File: src/rtl/serial_logic_unit.sv
// Bit-serial bitwise logic unit: evaluates one result bit per clock, LSB first.
// Optional even-parity output P is built when SERIAL_LOGIC_UNIT_PARITY_EN is defined.
module serial_logic_unit #(
  parameter int WIDTH = 8
) (
  input  logic             clk,
  input  logic             rst,
  input  logic             start,
  input  logic [2:0]       op,
  input  logic [WIDTH-1:0] A,
  input  logic [WIDTH-1:0] B,
  output logic             S,
  output logic [WIDTH-1:0] Y,
  output logic             busy,
  output logic             done,
  output logic             Z,
  output logic [1:0]       o_dbg_state
`ifdef SERIAL_LOGIC_UNIT_PARITY_EN
  ,
  output logic             P
`endif
);

  localparam logic [1:0] IDLE = 2'd0;
  localparam logic [1:0] BUSY = 2'd1;
  localparam logic [1:0] DONE = 2'd2;

  localparam int CW = $clog2(WIDTH) + 1;
  localparam logic [CW-1:0] LAST = CW'(WIDTH - 1);

  logic [1:0]       r_state;
  logic [WIDTH-1:0] r_a_sh;
  logic [WIDTH-1:0] r_b_sh;
  logic [2:0]       r_op;
  logic [WIDTH-1:0] r_acc;
  logic [CW-1:0]    r_cnt;
  logic [WIDTH-1:0] r_y;
  logic             r_z;
`ifdef SERIAL_LOGIC_UNIT_PARITY_EN
  logic             r_p;
`endif

  logic             w_bit;
  logic [WIDTH-1:0] w_acc_next;

  always_comb begin
    w_bit = 1'b0;
    case (r_op)
      3'b000:  w_bit = ~r_a_sh[0];
      3'b001:  w_bit = r_a_sh[0] & r_b_sh[0];
      3'b010:  w_bit = r_a_sh[0] | r_b_sh[0];
      3'b011:  w_bit = r_a_sh[0] ^ r_b_sh[0];
      3'b100:  w_bit = ~(r_a_sh[0] & r_b_sh[0]);
      3'b101:  w_bit = ~(r_a_sh[0] | r_b_sh[0]);
      3'b110:  w_bit = ~(r_a_sh[0] ^ r_b_sh[0]);
      default: w_bit = r_a_sh[0];
    endcase
  end

  assign w_acc_next = {w_bit, r_acc[WIDTH-1:1]};

  // start is honoured in IDLE and DONE only; anything else decodes to IDLE
  always_ff @(posedge clk or posedge rst) begin
    if (rst) begin
      r_state <= IDLE;
      r_a_sh  <= '0;
      r_b_sh  <= '0;
      r_op    <= '0;
      r_acc   <= '0;
      r_cnt   <= '0;
      r_y     <= '0;
      r_z     <= 1'b0;
`ifdef SERIAL_LOGIC_UNIT_PARITY_EN
      r_p     <= 1'b0;
`endif
    end else begin
      case (r_state)
        IDLE, DONE: begin
          if (start) begin
            r_a_sh  <= A;
            r_b_sh  <= B;
            r_op    <= op;
            r_acc   <= '0;
            r_cnt   <= '0;
            r_state <= BUSY;
          end else begin
            r_state <= IDLE;
          end
        end
        BUSY: begin
          r_a_sh <= r_a_sh >> 1;
          r_b_sh <= r_b_sh >> 1;
          r_acc  <= w_acc_next;
          r_cnt  <= r_cnt + CW'(1);
          if (r_cnt == LAST) begin
            r_y     <= w_acc_next;
            r_z     <= (w_acc_next == '0);
`ifdef SERIAL_LOGIC_UNIT_PARITY_EN
            r_p     <= ^w_acc_next;
`endif
            r_state <= DONE;
          end
        end
        default: r_state <= IDLE;
      endcase
    end
  end

  assign S           = (r_state == BUSY) ? w_bit : 1'b0;
  assign Y           = r_y;
  assign Z           = r_z;
  assign busy        = (r_state == BUSY);
  assign done        = (r_state == DONE);
  assign o_dbg_state = r_state;
`ifdef SERIAL_LOGIC_UNIT_PARITY_EN
  assign P           = r_p;
`endif

endmodule
File: config.mk
export PLATFORM = sky130hd
export DESIGN_NAME = serial_logic_unit
export DESIGN_NICKNAME = d
export VERILOG_FILES = /design/src/rtl/serial_logic_unit.sv
export SDC_FILE = /design/constraint.sdc
export NUM_CORES = 1
export LEC_CHECK = 0
export ABC_AREA = 1
export CAP_MARGIN = 25
export CORE_ASPECT_RATIO = 0.5
export CORE_MARGIN = 5
export CORE_UTILIZATION = 50
export DETAILED_ROUTE_END_ITERATION = 8
export GPL_TIMING_DRIVEN = 0
export PLACE_DENSITY = 0.79
export SLEW_MARGIN = 20
export SYNTH_ARGS = -nofsm -noshare
export SYNTH_HDL_FRONTEND = slang
export SYNTH_SLANG_ARGS = --single-unit
export TNS_END_PERCENT = 5
File: constraint.sdc
create_clock -name clk -period 5 [get_ports clk]
set_clock_uncertainty 0.2 [all_clocks]
set_input_delay 1 -clock clk [delete_from_list [all_inputs] [get_ports clk]]
set_output_delay 1 -clock clk [all_outputs]
set_load 0.005 [all_outputs]
After elaboration in Yosys (flattened, before gate mapping)
Index checks and enable logic that the tools add are counted.

word-level totals
  flip-flop bits (word level) = 42
  latch bits = 0
  bits in writable memories = 0
  bits in read-only memories = 0
  input port bits = 22
  output and inout port bits = 14
  memories kept = 0

operators by class
  add/subtract/negate cells = 1
  $mul = 0
  divide/modulo/power cells = 0
  $lt $le $gt $ge = 0
  equality and inequality tests = 11
  shift operators = 0
  mux-type cells = 13
  bitwise gates (word level) = 7
  reductions and logical operators = 8

operators by type and width
  kind                                                             number
  8-bit case mux with 2 select lines                               3
  8-bit 2-to-1 mux                                                 3
  3-bit == test, second input constant                             3
  8-bit logical NOT                                                1
  4-bit case mux with 2 select lines                               1
  1-bit case mux with 7 select lines                               1
  3-bit by 2-bit == test with 1-bit output, second input constant  2
  2-bit AND reduction                                              3
  4-bit by 1-bit adder with 4-bit output, second input constant    1
  4-bit by 3-bit == test with 1-bit output, second input constant  1
  4-bit 2-to-1 mux                                                 1
  1-bit NOT                                                        4
  2-bit case mux with 2 select lines                               1
  3-bit by 1-bit == test with 1-bit output, second input constant  1
  3-bit logical NOT                                                1
  2-bit by 1-bit == test with 1-bit output, second input constant  1
  2-bit == test, second input constant                             1
  2-bit logical NOT                                                1
  1-bit 2-to-1 mux                                                 2
  2-bit 2-to-1 mux                                                 1
  2-bit by 1-bit != test with 1-bit output, second input constant  1
  2-bit != test, second input constant                             1
  2-bit nonzero test                                               1
  2-bit OR reduction                                               1
  other kinds (3)                                                  3

Longest topological paths before layout
Gate-level depths: netlist of the first run.

  depth in word-level cells = 4
  depth in mapped cells = 9
  gate-level depth less buffers = 9

Worst setup path after synthesis of the first run
Ideal clock, no wire load.

  path type = reg-to-output
  start point = register r_a_sh[0]
  end point = output S
  arrival = 1.139 ns
  data required time = 3.800 ns
  slack = 2.661 ns
  stages on the path, launching flop included = 10
  buffers on the path = 0
  cell sequence = dfrtp_1 -> inv_1 -> ha_1 -> inv_1 -> nand2_1 -> nand3_1 -> nand3_1 -> nand2_1 -> nand2_1 -> inv_1

between the ends
  word-level cells in the longest chain between the ends = 4

RTL lines
  what                                             RTL line    source
  start, declared                                  32          logic [WIDTH-1:0] r_a_sh;
  start signal, assigned                           91          r_a_sh <= r_a_sh >> 1;
  1-bit bitwise XOR, or another cell as far along  52, 55
  1-bit NOT (on tied branches)                     55, 53, 54
  1-bit case mux with 7 select lines *             48          case (r_op)
  1-bit 2-to-1 mux *                               109         assign S = (r_state == BUSY) ? w_bit : 1'b0;
  end, declared                                    12          output logic S,

Mark *: on every way between the ends. The rest lies on a longest branch, timed or not.

Worst setup path in the final report of the first run
Same ends and word-level chain as after synthesis.

==> results.toml, run 1 <==
[status]
status = "completed"

[floorplan]
dieHeight_um = 53.80
rows = 15
core-area_um2 = 3566
dieArea_um2 = 5250
io_pins = 36
dieWidth_um = 97.59
start_util = 0.5379

[pwr]
p_leak_uw = 0.001183
pwr_density_cell_nw_per_um2 = 633.0
seq_power_share = 0.353
p_int_uw = 985.2
p_comb_frac = 0.449
p_sw_uw = 587.0
p_clk_frac = 0.198
sw_frac_of_total = 0.3734
peakVddDrop_uv = 259.9

[route]
ant_nets = 0
drc = 0
routed_wl_um = 4160
vias_per_cell = 5.225
wl_per_cell_um = 14.20
drtPass1Iterations = 4
vias = 1531
drt-initial-drc-count = 86

[clock_tree]
clk-insertion-delay-late_ns = 0.29
clock_sinks = 41
ctsResizeCount = 0
tritoncts = "built"
cts_root_buffer = "clkbuf_8"
clk_pin_slew_ns = 0.08
cts_buffer_depth = 2
numCtsBuffers = 5
h-tree-depth = 2
cts_setup_buffers = 0
hold_buffers = 0

[sta]
setup_viol_count_final = 0
fmax_mhz = 295.8
slew_violations = 0
hold_violations = 0
rsz0062_at_grt = "false"
whs_ns = 0.2814
worst_pin_slew_ns = 0.4780
setup_tns_ns = 0
period_share = 0.6761
relSlewSlack = 0.6809
setup_ws_ns = 1.620
period_needed_ns = 3.380

[global_route]
met2_usage = 0.3243
busiest_layer = "met2"
grt_usage = 0.1770
antenna_found_initial = 0
grt_max_degree = 22
use_met3 = 0.04657
met1_usage = 0.2057
grt_pass1_wl_um = 7169
grt_pass1_vias = 1578
grt_overflow = 0

[synth]
syn_area_um2 = 1918
ys_ff_latch = 41
syn_avg_cell_area_um2 = 9.639
synth_nets = 224
seq_area_frac_synth = 0.5349
netlist-cell-type-count = 23
syn-instance-count = 199
yosysWarnings = 0

[placed_design]
gp_congestion = 0.9092
io_buffers = 34
post_dp_cell_area_um2 = 2350
preCtsSetupSlack_ns = 1.936
place_inst = 285
dp_hpwl_um = 3087

[cells_and_area]
drive_gt1_frac = 0.1570
stdcell_count = 293
layout.nets = 266
diodes = 0
fin_area_um2 = 2484
synthToLayoutAreaGrowth_pct = 29.48

[min_path]
hp-class = "reg2reg"
min_to = "Y[2]$_DFFE_PP0P_"
hp-start = "Y[2]$_DFFE_PP0P_"
min_path_cells = 2

[critical_path]
arrival_ns = 2.18
reg2reg_slack_ns = 3.30
timing.rr.start = "r_a_sh[0]$_DFFE_PP0P_"
worst_setup_path_end_kind = "output port"
cp.required_ns = 3.80
critPathLaunchType = "flip-flop"
critPathMaxFanout = 3
path_class = "reg2out"
reg2reg_to = "r_acc[7]$_DFFE_PP0P_"
worstRegToRegCells = 9

[job]
cap_viol_max_count = 0
## cells by family after synthesis
kind of cell,count (synthesis),share of synthesized area
flops,41,0.5349
fa+ha+maj,3,0.01957
compound gates,35,0.1500
buf+inv,42,0.1024
simple gates,78,0.1931
## per-stage QoR
step	power, uW	utilization
after floorplan	1018	-
after global placement	1216	0.6512
after detailed placement	1266	0.6589
after CTS	1583	0.6965
after global routing	1684	0.6965
final	1572	0.6965
## cell type report
| type | count | area, um2 |
|---|---|---|
| plain buffers | 9 | 67.56 |
| clock buffers | 5 | 68.82 |
| clock inverters | 3 | 65.06 |
| fillers | 286 | 1082 |
| inverters | 33 | 128.9 |
| multi-input cells | 116 | 695.7 |
| flip-flops and latches | 41 | 1026 |
| well taps | 51 | 63.81 |
| repair buffers | 35 | 367.9 |
## power by group through the flow
stage                     clock network [uW]  registers (uW)  logic (uW)
after detailed placement                   0             561         705
after global placement                     0             552         665
after floorplan                            0             547         471
final                                    311             555         705
after global routing                     332             572         780
after CTS                                316             556         712
## placed cells by master, fill, tap and decap left out, types with 2 or more instances in the layout
| cell type | n |
|---|---|
| clkdlybuf4s50_1 | 34 |
| o221ai_1 | 9 |
| buf_6 | 3 |
| nand2_1 | 33 |
| a21oi_1 | 6 |
| ha_1 | 3 |
| clkbuf_8 | 5 |
| nand2_4 | 4 |
| o21ai_0 | 2 |
| dfrtp_1 | 41 |
| o21ai_2 | 7 |
| buf_4 | 2 |
| inv_2 | 2 |
| nor2_1 | 9 |
| nand3_1 | 29 |
| o211ai_2 | 2 |
| bufinv_16 | 2 |
| inv_1 | 30 |
| o22ai_1 | 6 |
| o221ai_2 | 3 |
| buf_2 | 3 |
## layer usage
metal | part of all wire | up-vias
met3 | 0.054 | 7
met4 | 0.012 | 0
met2 | 0.50 | 45
met5 | 0 | -
met1 | 0.43 | 739
li1 | - | 740
## flip-flops by register name, summed over array words and instances (netlist names)
| register | cells |
|---|---|
| Y | 8 |
| Z | 1 |
| o_dbg_state | 2 |
| r_a_sh | 8 |
| r_acc | 7 |
| r_b_sh | 8 |
| r_cnt | 4 |
| r_op | 3 |
## cell usage after synthesis
master / n / area [um2]
buf_4: 2 / 15.01
ha_1: 3 / 37.54
nor3_1: 1 / 5.000
o221ai_1: 9 / 78.83
inv_1: 31 / 116.4
a21oi_1: 6 / 30.03
nand2_2: 1 / 6.260
o221ai_2: 3 / 45.04
nand2_4: 4 / 45.04
o21ai_2: 7 / 61.31
nor2_4: 1 / 11.26
o211ai_2: 2 / 25.02
clkbuf_1: 1 / 3.750
o21ai_0: 2 / 10.01
nor2_1: 9 / 33.78
buf_2: 3 / 15.01
nand2_1: 33 / 123.9
o22ai_1: 6 / 37.54
nand3_1: 29 / 145.1
dfrtp_1: 41 / 1026
buf_6: 3 / 33.78
inv_6: 1 / 8.760
inv_2: 1 / 3.750
## critical path, cell delays in order (launching register included)
cell and delay (ns):
dfrtp_1 0.38, inv_1 0.09, ha_1 0.33, inv_1 0.08
nand2_1 0.07, nand3_1 0.10, nand3_1 0.12, nand2_1 0.10
nand2_1 0.08, inv_1 0.06, clkdlybuf4s50_1 0.49
## worst max-delay path by stage
| stage | start | to | slack (ns) | depth (start not counted) |
|---|---|---|---|---|
| 2_1_floorplan | r_a_sh[0]$_DFFE_PP0P_ | S | 2.66 | 9 |
| 3_3_place_gp | rst | r_b_sh[3]$_DFFE_PP0P_ | 2.03 | 2 |
| 4_1_cts | r_a_sh[0]$_DFFE_PP0P_ | S | 1.60 | 10 |
| 6_report | r_a_sh[0]$_DFFE_PP0P_ | S | 1.62 | 10 |
| 5_1_grt | r_a_sh[0]$_DFFE_PP0P_ | S | 1.49 | 10 |
| 3_5_place_dp | r_a_sh[0]$_DFFE_PP0P_ | S | 1.94 | 10 |
No activity file was read; power rests on OpenSTA's default activity.
==> inputs of run 2 (changes only) <==
- CORE_UTILIZATION: 50 -> 46
- PLACE_DENSITY: 0.79 -> 0.77
- clock period: 5 -> 2.8 ns (I/O delays scaled with it)
==> results.toml, run 2 (synthesis results as in run 1) <==
[critical_path]
path_class = "reg2out"
reg2reg_to = "Y[7]$_DFFE_PP0P_"
cp-endpoint = "S"
timing.rr.start = "r_a_sh[0]$_DFFE_PP0P_"
critPathLaunchType = "flip-flop"
reg2reg_slack_ns = 1.22
worstRegToRegCells = 9
arrival_ns = 1.62
worst_setup_path_end_kind = "output port"
critPathMaxFanout = 3
startpoint = "r_a_sh[0]$_DFFE_PP0P_"
cp.required_ns = 2.04

[pwr]
p_total_uw = 2730
sw_frac_of_total = 0.3876
p_int_uw = 1672
pwr_density_cell_nw_per_um2 = 1094
peakVddDrop_uv = 389.0
seq_power_share = 0.363
p_leak_uw = 0.001195
p_clk_frac = 0.153
p_sw_uw = 1058
p_comb_frac = 0.483

[floorplan]
dieHeight_um = 55.66
dieArea_um2 = 5639
dieWidth_um = 101.3
start_util = 0.4839
core-area_um2 = 3964
rows = 16
io_pins = 36

[cells_and_area]
layout.nets = 268
fillCellCount = 335
regArea_um2 = 1026
drive_gt1_frac = 0.1926
synthToLayoutAreaGrowth_pct = 30.07
layout_commonest_cell = "dfrtp_1"
multi_input_area_um2 = 725.7
diodes = 0
final_cell_mix = "dfrtp_1, clkdlybuf4s50_1, nand2_1"

[global_route]
grt_usage = 0.1500
grt_overflow = 0
antenna_found_initial = 0
grt_pass1_vias = 1484
grt_max_degree = 36
grt_pass1_wl_um = 6734

[sta]
rsz0062_at_grt = "false"
setup_tns_ns = 0
relSlewSlack = 0.7347
period_share = 0.8495
period_needed_ns = 2.379
worst_pin_slew_ns = 0.3980
setup_viol_count_final = 0
hold_violations = 0
fmax_mhz = 420.4
slew_violations = 0

[clock_tree]
clock_sinks = 41
h-tree-depth = 2
clk-insertion-delay-late_ns = 0.29
numCtsBuffers = 5
cts_buffer_depth = 2
cts_root_buffer = "clkbuf_8"
tritoncts = "built"
hold_buffers = 0
clk_pin_slew_ns = 0.08

[route]
drc = 0
ant_nets = 0
vias = 1496
wl_per_cell_um = 13.32
vias_per_cell = 5.020
routed_wl_um = 3970
drt-initial-drc-count = 49
drtPass1Iterations = 4

[placed_design]
gp_congestion = 0.8755
dp_hpwl_um = 2842
io_buffers = 34

[status]
status = "completed"

[job]
cap_viol_max_count = 0

[min_path]
hp-class = "in2async"
## run 2: cell count changes in the layout (fill, tap and decap cells not counted), sizes merged
cell,change
clkdlybuf4s50,-1
bufinv,-2
dlymetal6s2s,+1
buf,+2
clkbuf,+2
## run 2: worst max-delay path, stage by stage, from the launching register on
cell and delay [ns]:
dfrtp_1 0.40, inv_2 0.10, ha_4 0.21, nand2_1 0.10
nand3_2 0.10, nand3_2 0.09, nand2_2 0.06, nand2_1 0.09
inv_1 0.04, dlymetal6s2s_1 0.14
## run 2: through the flow
| step | area, um2 | std cells | hold WS, ns | setup WS [ns] | utilization |
|---|---|---|---|---|---|
| global route | 2495 | 298 | 0.2854 | 0.3375 | 0.6294 |
| global placement | 2326 | 287 | 0.2664 | 0.2694 | 0.5868 |
| floorplan | 1918 | 199 | 0.2712 | 0.9007 | - |
| finish | 2495 | 298 | 0.2736 | 0.4215 | 0.6294 |
| CTS | 2467 | 297 | 0.2747 | 0.01343 | 0.6225 |
| detailed placement | 2346 | 288 | 0.2653 | 0.2837 | 0.5919 |
## run 2: power groups by stage
stage	Clock, uW	Sequential [uW]	Combinational [uW]
final	419	992	1320
after detailed placement	0	997	1240
after global routing	450	1030	1460
after global placement	0	986	1190
after floorplan	0	978	841
after CTS	429	989	1290
## run 2: worst min path at each step
stage	start	endpoint	slack [ns]	cells after the start
detailed placement	Y[7]$_DFFE_PP0P_	Y[7]$_DFFE_PP0P_	0.27	2
global route	rst	Y[2]$_DFFE_PP0P_	0.29	2
floorplan	r_cnt[0]$_DFFE_PP0P_	r_cnt[0]$_DFFE_PP0P_	0.27	1
finish	rst	Y[2]$_DFFE_PP0P_	0.27	2
global placement	Y[7]$_DFFE_PP0P_	Y[7]$_DFFE_PP0P_	0.27	2
CTS	rst	Y[2]$_DFFE_PP0P_	0.27	2
## run 2: final cells by class
type	count	share of cell area
sequential	41	0.4112
inverter	33	0.05166
buffer	9	0.02708
clock inverter	1	0.002006
tap	54	0.02708
timing repair buffer	37	0.1515
clock buffer	7	0.03862
multi-input combinational	116	0.2909
## run 2: repair_timing
action	CTS	global route
gates resized for setup	2	6
setup endpoints to repair	1	1
pin swaps	1	1
cloned	0	0
buffers inserted	1	1
## run 2: layer usage
| layer | track usage | vias to the layer above | wire, um |
|---|---|---|---|
| met5 | 0 | - | 0 |
| li1 | - | 747 | - |
| met4 | 0.06439 | 0 | 63 |
| met1 | 0.1987 | 708 | 1822 |
| met2 | 0.2361 | 34 | 1886 |
| met3 | 0.03254 | 7 | 197 |
==> inputs of run 3 (changes only) <==
- clock period: 2.8 -> 1.9 ns (I/O delays scaled with it)
==> results.toml, run 3 (synthesis results as in run 1) <==
[critical_path]
critPathLaunchType = "flip-flop"
critPathMaxFanout = 3
cp.required_ns = 1.89
worst_setup_path_end_kind = "flip-flop"
path_class = "reg2reg"
arrival_ns = 2.13

[pwr]
pwr_density_cell_nw_per_um2 = 1722
peakVddDrop_uv = 583.3
p_leak_uw = 0.001235
p_total_uw = 4484

[placed_design]
gp_congestion = 0.8755
preCtsSetupSlack_ns = -0.4363
post_dp_cell_area_um2 = 2346
io_buffers = 34
dp_hpwl_um = 2842

[status]
status = "complete, but fails checks"
violations = "setup timing"

[floorplan]
io_pins = 36
rows = 16
dieWidth_um = 101.3
start_util = 0.4839
dieArea_um2 = 5639
core-area_um2 = 3964
dieHeight_um = 55.66

[sta]
rsz0062_at_grt = "true"
period_needed_ns = 2.140
setup_viol_count_final = 3
slew_violations = 0
fmax_mhz = 467.4
hold_violations = 0
relSlewSlack = 0.7314
whs_ns = 0.09315
worst_pin_slew_ns = 0.4029
period_share = 1.126
setup_tns_ns = -0.6835
setup_ws_ns = -0.2396

[cells_and_area]
fillCellCount = 309
layout.nets = 277
diodes = 0
final_cell_mix = "dfrtp_1, clkdlybuf4s50_1, nand2_1"
drive_gt1_frac = 0.2609
fin_area_um2 = 2604
synthToLayoutAreaGrowth_pct = 35.75
layout_commonest_cell = "dfrtp_1"

[route]
vias_per_cell = 5.039
wl_per_cell_um = 13.91
routed_wl_um = 4269
route.met3.wl_um = 178
drtPass1Iterations = 4
top_layer = "met4"
ant_nets = 0
drc = 0
vias = 1547
drt-initial-drc-count = 63
wl_met1_um = 1971
dr_wl_met2_um = 2011

[job]
cap_viol_max_count = 0

[global_route]
grt_usage = 0.1640
grt_max_degree = 36
grt_overflow = 0
grt_pass1_vias = 1577
grt_pass1_wl_um = 7348
antenna_found_initial = 0

[clock_tree]
cts_root_buffer = "clkbuf_8"
numCtsBuffers = 5
clk-insertion-delay-late_ns = 0.29
cts_buffer_depth = 2
tritoncts = "built"
h-tree-depth = 2
clock_sinks = 41
clk_pin_slew_ns = 0.07

[min_path]
hp-class = "in2async"
run 3: critical path, cell delays in order, from the launching register on:
cell,delay [ns]
dfrtp_1,0.41
inv_2,0.09
ha_4,0.21
inv_2,0.05
nand2_2,0.05
nand3_2,0.07
nand3_2,0.09
buf_4,0.15
buf_6,0.11
buf_6,0.10
buf_6,0.10
buf_6,0.10
buf_6,0.10
buf_6,0.10
nand3_2,0.05
nand2_1,0.05
run 3: final timing paths:
check                                      startpoint                    endpoint  slack (ns)  cells after the start
min in group clk                                start       r_a_sh[2]$_DFFE_PP0P_        0.23                      3
max in group asynchronous                         rst  o_dbg_state[0]$_DFFE_PP0P_        0.98                      3
worst max-delay path            r_a_sh[0]$_DFFE_PP0P_               Z$_DFFE_PP0P_       -0.24                     15
worst min register to register          Z$_DFFE_PP0P_               Z$_DFFE_PP0P_        0.28                      2
worst max register to register  r_a_sh[0]$_DFFE_PP0P_               Z$_DFFE_PP0P_       -0.24                     15
worst min-delay path                              rst            Y[4]$_DFFE_PP0P_        0.09                      2
run 3: repair_timing:
| action | CTS | global route |
|---|---|---|
| setup endpoints to repair | 3 | 3 |
| pin swaps | 6 | 4 |
| buffers inserted | 11 | 1 |
| hold buffers | 0 | 0 |
| gates resized for setup | 24 | 4 |
run 3: layout make-up:
cell class                      count  area (um2)  share of cell area
Clock inverter                      1       5.005            0.001922
Timing Repair Buffer               46       465.4              0.1788
Multi-Input combinational cell    116       745.7              0.2864
Clock buffer                        7       96.34             0.03700
Buffer                              9       67.56             0.02595
Tap cell                           54       67.56             0.02595
Inverter                           33       128.9             0.04950
Sequential cell                    41        1027              0.3945
run 3: routing by layer:
layer	up-vias	GRT usage
li1	765	-
met2	44	0.2556
met3	13	0.03504
met5	-	0
met1	725	0.2151
met4	0	0.08144
run 3: per-stage QoR:
step	std cells	utilization
after floorplan	199	-
after global placement	287	0.5868
after detailed placement	288	0.5919
after CTS	306	0.6515
after global routing	307	0.6569
final	307	0.6569
run 3: report_power, final:
group          internal, uW  total [uW]  switching [uW]
logic                  1180        2390            1210
registers              1250        1480             222
clock network           328         620             292
